**config.mk**
```make
export PLATFORM = sky130hd
export DESIGN_NAME = alu_md_decoder
export DESIGN_NICKNAME = d
export VERILOG_FILES = /design/src/rtl/alu_md_decoder.sv
export SDC_FILE = /design/constraint.sdc
export NUM_CORES = 1
export LEC_CHECK = 0
export CORE_MARGIN = 2
export CORE_UTILIZATION = 35
export DETAILED_ROUTE_END_ITERATION = 10
export MAX_ROUTING_LAYER = met4
export PLACE_DENSITY = 0.52
export REMOVE_ABC_BUFFERS = 1
export SLEW_MARGIN = 20
export SYNTH_ARGS = -nofsm -noshare
export SYNTH_HDL_FRONTEND = slang
export SYNTH_SLANG_ARGS = --single-unit
export TNS_END_PERCENT = 20
```
**constraint.sdc**
```tcl
create_clock -name clk -period 6.05 [get_ports clk]
set_input_delay 1.815 -clock clk [delete_from_list [all_inputs] [get_ports clk]]
set_output_delay 1.815 -clock clk [all_outputs]
set_load 0.1 [all_outputs]
```
**src/rtl/alu_md_decoder.sv**
```systemverilog
// rtl/alu_md_decoder.sv - ALU control decoder with iterative multiply/divide unit and HI/LO
// One radix-2 step per cycle; stall holds the issuing instruction until HI/LO are written.
module alu_md_decoder #(
   parameter int WIDTH  = 32,
   parameter bit EN_DIV = 1'b1
) (
   input  logic             clk,
   input  logic             rst,
   input  logic             valid_i,
   input  logic [1:0]       ALUOp,
   input  logic [5:0]       Funct,
   input  logic [WIDTH-1:0] src_a,
   input  logic [WIDTH-1:0] src_b,
   output logic [2:0]       ALUControl,
   output logic             md_sel,
   output logic [WIDTH-1:0] md_result,
   output logic             stall,
   output logic [WIDTH-1:0] hi,
   output logic [WIDTH-1:0] lo
);
   localparam logic [5:0] F_MULT  = 6'b011000;
   localparam logic [5:0] F_MULTU = 6'b011001;
   localparam logic [5:0] F_DIV   = 6'b011010;
   localparam logic [5:0] F_DIVU  = 6'b011011;
   localparam logic [5:0] F_MFHI  = 6'b010000;
   localparam logic [5:0] F_MFLO  = 6'b010010;
   localparam int         CW      = $clog2(WIDTH + 1);
   localparam logic [CW-1:0] LAST = CW'(WIDTH - 1);

   typedef enum logic [1:0] {S_IDLE, S_RUN, S_DONE} state_t;

   state_t             r_state, w_state_nxt;
   logic [CW-1:0]      r_cnt;
   logic [2*WIDTH:0]   r_p;
   logic [WIDTH-1:0]   r_b_mag, r_a_raw;
   logic               r_div, r_neg_q, r_neg_r, r_b_zero;

   logic               w_is_mdu, w_is_mult, w_is_div, w_start, w_signed;
   logic               w_a_neg, w_b_neg;
   logic [WIDTH-1:0]   w_a_mag, w_b_mag, w_quo, w_rem;
   logic [WIDTH:0]     w_sum;
   logic [2*WIDTH:0]   w_shl, w_p_step;
   logic [2*WIDTH-1:0] w_prod;

   always_comb begin
      ALUControl = 3'b010;
      case (ALUOp)
         2'b01: ALUControl = 3'b100;
         2'b10: begin
            case (Funct)
               6'b100010: ALUControl = 3'b100;
               6'b101010: ALUControl = 3'b110;
               6'b011100: ALUControl = 3'b101;
               6'b100100: ALUControl = 3'b000;
               6'b100101: ALUControl = 3'b001;
               default:   ALUControl = 3'b010;
            endcase
         end
         default: ALUControl = 3'b010;
      endcase
   end

   assign w_is_mdu  = valid_i && (ALUOp == 2'b10);
   assign w_is_mult = w_is_mdu && (Funct == F_MULT || Funct == F_MULTU);
   assign w_is_div  = EN_DIV && w_is_mdu && (Funct == F_DIV || Funct == F_DIVU);
   assign w_start   = (r_state == S_IDLE) && (w_is_mult || w_is_div);
   assign w_signed  = (Funct == F_MULT) || (Funct == F_DIV);
   assign w_a_neg   = w_signed && src_a[WIDTH-1];
   assign w_b_neg   = w_signed && src_b[WIDTH-1];
   assign w_a_mag   = w_a_neg ? -src_a : src_a;
   assign w_b_mag   = w_b_neg ? -src_b : src_b;

   assign md_sel    = w_is_mdu && (Funct == F_MFHI || Funct == F_MFLO);
   assign md_result = !md_sel ? '0 : (Funct == F_MFHI) ? hi : lo;

   // Multiply and divide share r_p: low half starts as |a|, upper W+1 bits accumulate.
   always_comb begin
      w_sum    = r_p[2*WIDTH:WIDTH] + (r_p[0] ? {1'b0, r_b_mag} : '0);
      w_shl    = r_p << 1;
      w_p_step = w_shl;
      if (r_div) begin
         if (w_shl[2*WIDTH:WIDTH] >= {1'b0, r_b_mag})
            w_p_step = {w_shl[2*WIDTH:WIDTH] - {1'b0, r_b_mag}, w_shl[WIDTH-1:1], 1'b1};
      end else begin
         w_p_step = {1'b0, w_sum, r_p[WIDTH-1:1]};
      end
      w_prod = r_neg_q ? -w_p_step[2*WIDTH-1:0] : w_p_step[2*WIDTH-1:0];
      w_quo  = w_p_step[WIDTH-1:0];
      w_rem  = w_p_step[2*WIDTH-1:WIDTH];
   end

   always_comb begin
      w_state_nxt = r_state;
      stall       = 1'b0;
      case (r_state)
         S_IDLE: begin
            if (w_start) begin
               w_state_nxt = S_RUN;
               stall       = 1'b1;
            end
         end
         S_RUN: begin
            stall = 1'b1;
            if (r_cnt == LAST) w_state_nxt = S_DONE;
         end
         S_DONE:  w_state_nxt = S_IDLE;
         default: w_state_nxt = S_IDLE;
      endcase
   end

   always_ff @(posedge clk) begin
      if (rst) begin
         r_state  <= S_IDLE;
         r_cnt    <= '0;
         r_p      <= '0;
         r_b_mag  <= '0;
         r_a_raw  <= '0;
         r_div    <= 1'b0;
         r_neg_q  <= 1'b0;
         r_neg_r  <= 1'b0;
         r_b_zero <= 1'b0;
         hi       <= '0;
         lo       <= '0;
      end else begin
         r_state <= w_state_nxt;
         if (w_start) begin
            r_cnt    <= '0;
            r_p      <= {{(WIDTH+1){1'b0}}, w_a_mag};
            r_b_mag  <= w_b_mag;
            r_a_raw  <= src_a;
            r_div    <= w_is_div;
            r_neg_q  <= w_a_neg ^ w_b_neg;
            r_neg_r  <= w_a_neg;
            r_b_zero <= (src_b == '0);
         end else if (r_state == S_RUN) begin
            r_p   <= w_p_step;
            r_cnt <= r_cnt + CW'(1);
            if (r_cnt == LAST) begin
               if (r_div && r_b_zero) begin
                  hi <= r_a_raw;
                  lo <= '1;
               end else if (r_div) begin
                  hi <= r_neg_r ? -w_rem : w_rem;
                  lo <= r_neg_q ? -w_quo : w_quo;
               end else begin
                  {hi, lo} <= w_prod;
               end
            end
         end
      end
   end
endmodule
```
==> Yosys cells after proc, flatten, opt, wreduce, memory -nomap -nowiden <==
Index checks and enable logic that the tools add are counted.
{ "word_totals": {"register_bits": 205, "inputBits": 75, "out_inout_bits": 101, "word_cells": 82} }
{ "op_classes": {"n_addsub": 8, "magnitude_cmp": 1, "n_eq_ne": 17, "n_mux": 23, "n_bitwise": 2, "n_reduce_logical": 19} }
{ "ops": {"columns": ["operator", "count"], "rows": [
  ["two-way mux 32 bit", 13],
  ["two-way mux 65 bit", 2],
  ["negation 32 bit", 4],
  ["two-way mux 64 bit", 1],
  ["negation 64 bit", 1],
  ["== test 6 x 5 -> 1 bit, second input constant", 8],
  ["adder 33 x 32 -> 33 bit", 1],
  ["greater-or-equal comparator 33 x 32 -> 1 bit", 1],
  ["subtractor 33 x 32 -> 33 bit", 1],
  ["logical NOT 32 bit", 1],
  ["== test 6 bit, second input constant", 4],
  ["case mux 3 bit (5 select lines)", 1],
  ["logical AND 1 bit", 8],
  ["adder 6 x 1 -> 6 bit, second input constant", 1],
  ["case mux 3 bit (2 select lines)", 1],
  ["logical OR 1 bit", 5],
  ["== test 2 x 1 -> 1 bit, second input constant", 2],
  ["two-way mux 2 bit", 2],
  ["inequality test 2 bit, second input constant", 2],
  ["case mux 2 bit (2 select lines)", 1],
  ["AND reduction 3 bit", 1],
  ["== test 2 bit, second input constant", 1],
  ["logical NOT 2 bit", 1],
  ["case mux 1 bit (2 select lines)", 1],
  ["other kinds (6)", 6]
]} }

==> Depth between registers and ports, before layout <==
{ "depth": {"depth_word": 7, "depth_mapped": 22} }

==> Worst setup path before layout <==
Ideal clock, no wire load.
{ "synth_path": {"path_type": "input-to-output", "start": "input Funct[5]", "end": "output md_result[10]", "arrival_ns": 4.370, "required_ns": 4.235, "setup_slack_ns": -0.135, "cell_stages": 7, "n_path_buf": 3, "path_cell_list": "nand2b_1 > or4_1 > clkbuf_1 > or2_2 > clkbuf_1 > clkbuf_1 > nor2_1"} }
{ "synth_via": {"elab_chain_len": 4, "elab_cells_between_ends": 6, "cone_classes": "eq/ne: 2; mux: 2; reduce/logical: 2"} }
{ "synth_lines": {"columns": ["element", "line", "source"], "rows": [
  ["start, declared", "11", "input logic [5:0] Funct,"],
  ["== test 6 x 5 -> 1 bit (on tied branches)", "73, 74", null],
  ["logical OR 1 bit", "73", "assign md_sel = w_is_mdu && (Funct == F_MFHI || Funct == F_MFLO);"],
  ["logical AND 1 bit", "73", null],
  ["two-way mux 32 bit *", "74", "assign md_result = !md_sel ? '0 : (Funct == F_MFHI) ? hi : lo;"],
  ["end, declared", "16", "output logic [WIDTH-1:0] md_result,"]
]} }
Every way passes the cells marked *; elsewhere a longest branch is shown, timed or not.

==> Final worst setup path <==
{ "layout_path": {"start": "input Funct[0]", "end": "output md_result[3]"} }
The elaborated chain is that of the path after synthesis.

==> flow_summary.json <==
{
  "run_status": "finished, final reports clean",
  "cts-hold-fix-buffers": 0,
  "hold_viol": 0,
  "area_growth_pct": 22.1,
  "async_flop_share_pct": 0,
  "p_per_area_nw_per_um2": 174,
  "fin_skew_ns": 0.0180,
  "avgViaCountPerCell": 5.79,
  "syn_area_um2": 16800,
  "syn_inst": 2382,
  "switchingPower_w": 0.00101,
  "regToRegStartpoint": "r_p[0]",
  "regArea_um2": 4110,
  "finalCriticalPeriod_ns": 5.86,
  "cp_max_fo": 33,
  "cts-htree-levels": 1,
  "slew_headroom_pct": 30.7,
  "ys_seq_area_share_pct": 24.4,
  "required_ns": 4.24,
  "insertion_delay_ns": 0.58,
  "worst_pin_slew_ns": 1.04,
  "timing.hold.ws_ns": 0.457,
  "pwr-share-clk_pct": 47.5,
  "post_cts_buffers": 0,
  "dieWidth_um": 223,
  "end_kind": "output pin",
  "track_usage_pct": 26.4,
  "global_route.peak_usage_layer": "met2",
  "final_cell_mix": "359 x nor2_1, 254 x nand2_1, 236 x a21oi_1, 204 x dfxtp_1, 136 x clkdlybuf4s50_1",
  "start_util_pct": 35.3,
  "vias": 18106,
  "worstSetupPathType": "input port to output pin",
  "period_share_pct": 96.8,
  "place_area_um2": 19600,
  "internal_power_w": 0.00257,
  "overflow": 0,
  "fmax_mhz": 171,
  "clk_pin_slew_ns": 0.06,
  "route.detailed.drc": 0,
  "firstDrtPassIters": 5,
  "yosys.cell_types.count": 92,
  "crit_path_start": "Funct[0]",
  "wl_um": 65400,
  "dieArea_um2": 49900,
  "first_iter_violations": 1488,
  "setup_violations": 0,
  "final_max_slew_viol_count": 0,
  "grt_pass1_vias": 17179,
  "cts_inserted_buffers": 28,
  "finalPower_w": 0.00359,
  "final_area_um2": 20600,
  "globalplace.congestion": 0.934,
  "rsz0062_at_grt": "no",
  "yosysWarnings": 0,
  "crit_chain": "clkdlybuf4s50_1, or4_1, or2_2, nor2_1, buf_12",
  "ant_nets": 0,
  "cts_sinks": 205,
  "seq_power_share_pct": 38.0,
  "drive_gt1_share_pct": 8.32,
  "wl_per_cell_um": 20.9,
  "p_leak_nw": 7.75,
  "min_from": "r_a_raw[9]",
  "grt_use_met3_pct": 3.12,
  "core_area_um2": 47600,
  "multiInputGateArea_um2": 11900,
  "synth-edff-count": 0,
  "crit_path_start_kind": "input port",
  "switching_share_pct": 28.2,
  "dp_hpwl_um": 48900,
  "die_h_um": 223,
  "min_path_type": "register to register",
  "grtUsageMet2_pct": 41.8,
  "fill_cells": 4973,
  "layout_commonest_cell": "nor2_1",
  "fin_util_pct": 43.1,
  "arrival_ns": 4.04,
  "path_buf_inv": 2,
  "clockBufferDepth": 3,
  "vdd_ir_drop_max_mv": 0.160,
  "io_pins": 176,
  "power.share.combinational_pct": 14.5,
  "diodes": 0,
  "grt_max_degree": 90,
  "grt_pass1_wl_um": 101000,
  "drv_cap": 0,
  "cpPeakStageDelay_ns": 0.58,
  "critPathTopFamily": "simple AND/OR/NAND/NOR gates",
  "cts_root_buf": "clkbuf_16",
  "grt_util_met1_pct": 35.6,
  "nets": 2643,
  "synth_ff_type": "dfxtp_1",
  "core.rowCount": 80,
  "yosys_register_bits": 205,
  "cts_tree": "done",
  "io_buffer_count": 175,
  "crit_slowest_cell": "or4_1",
  "cts_resized": 0,
  "avgSynthCellArea_um2": 7.06,
  "fin_setup_tns_ns": 0,
  "antenna_found_initial": 0
}
[power by group through the flow]
stage | clock [W] | combinational, W | sequential [W]
6_report | 0.00170 | 0.000520 | 0.00136
5_1_grt | 0.00179 | 0.000560 | 0.00136
4_1_cts | 0.00174 | 0.000510 | 0.00136
3_5_place_dp | 0 | 0.000506 | 0.00139
3_3_place_gp | 0 | 0.000503 | 0.00139
2_1_floorplan | 0 | 0.000259 | 0.00139
[final timing paths]
check / end / slack (ns) / cells past startpoint
max: md_result[3] / 0.19 / 5
min reg2reg: r_a_raw[9] / 0.46 / 2
min: r_a_raw[9] / 0.46 / 2
max reg2reg: hi[29] / 0.56 / 14
[stage by stage]
| step | setup WS [ns] | std cells |
|---|---|---|
| after floorplan | -8.86 | 2223 |
| after global placement | 0.249 | 3080 |
| after detailed placement | 0.208 | 3080 |
| after CTS | 0.188 | 3128 |
| after global routing | 0.0608 | 3128 |
| final | 0.193 | 3128 |
[area by class of cell]
cell class              count  area share (%)
inverters                  73            1.33
flip-flops and latches    205            20.0
multi-input cells        1945            57.7
clock inverters            13           0.718
well taps                 615            3.74
repair buffers            242            12.7
clock buffers              35            3.79
[cell usage after synthesis, drive strengths merged, types with 29 or more instances]
| library cell | number | share of area (%) |
|---|---|---|
| xnor2 | 78 | 4.1 |
| a21o | 29 | 1.3 |
| nand3 | 54 | 1.6 |
| o31ai | 30 | 1.4 |
| a211oi | 90 | 4.0 |
| xor2 | 52 | 2.7 |
| ha | 71 | 5.3 |
| a21oi | 242 | 7.4 |
| nand2 | 254 | 5.7 |
| dfxtp | 205 | 24 |
| buf | 35 | 0.98 |
| nand4 | 35 | 1.4 |
| clkbuf | 124 | 2.8 |
| inv | 71 | 1.6 |
| and2 | 43 | 1.6 |
| mux2i | 36 | 2.1 |
| nor4 | 29 | 1.2 |
| nor3 | 70 | 2.1 |
| nor2 | 360 | 8.0 |
| a31oi | 29 | 1.1 |
| o21ai | 111 | 3.3 |
[layer usage]
| metal | up-vias | part of all wire, % |
|---|---|---|
| met5 | - | 0 |
| met4 | 0 | 2.8 |
| met3 | 101 | 5.4 |
| met2 | 565 | 46 |
| met1 | 8578 | 46 |
| li1 | 8862 | - |
[kinds of logic (layout without fill, tap and decap cells)]
kind of cell / count (synthesis) / in the layout / share of synthesized area, %
AOI/OAI and AO/OA: 717 / 717 / 27.9
xor gates and xnor gates: 130 / 130 / 6.77
adders and majority gates: 73 / 73 / 5.52
buffers and inverters: 232 / 363 / 5.38
DFF: 205 / 205 / 24.4
muxes: 44 / 44 / 2.68
and+or+nand+nor: 981 / 981 / 27.4
[registers in the layout, indices dropped and copies added, names as in the netlist]
register / count
lo: 32
r_p: 65
r_neg_r: 1
r_b_mag: 32
r_a_raw: 32
r_neg_q: 1
r_b_zero: 1
r_div: 1
r_cnt: 6
r_state: 2
hi: 32
[tightest hold or removal path: cells and delay by family, from the launching register on]
| family | cells | cell delay (ns) |
|---|---|---|
| compound gates | 1 | 0.05 |
| simple gates | 1 | 0.05 |
| flops | 1 | 0.31 |
Note: power is estimated with default switching activity, not from simulation.
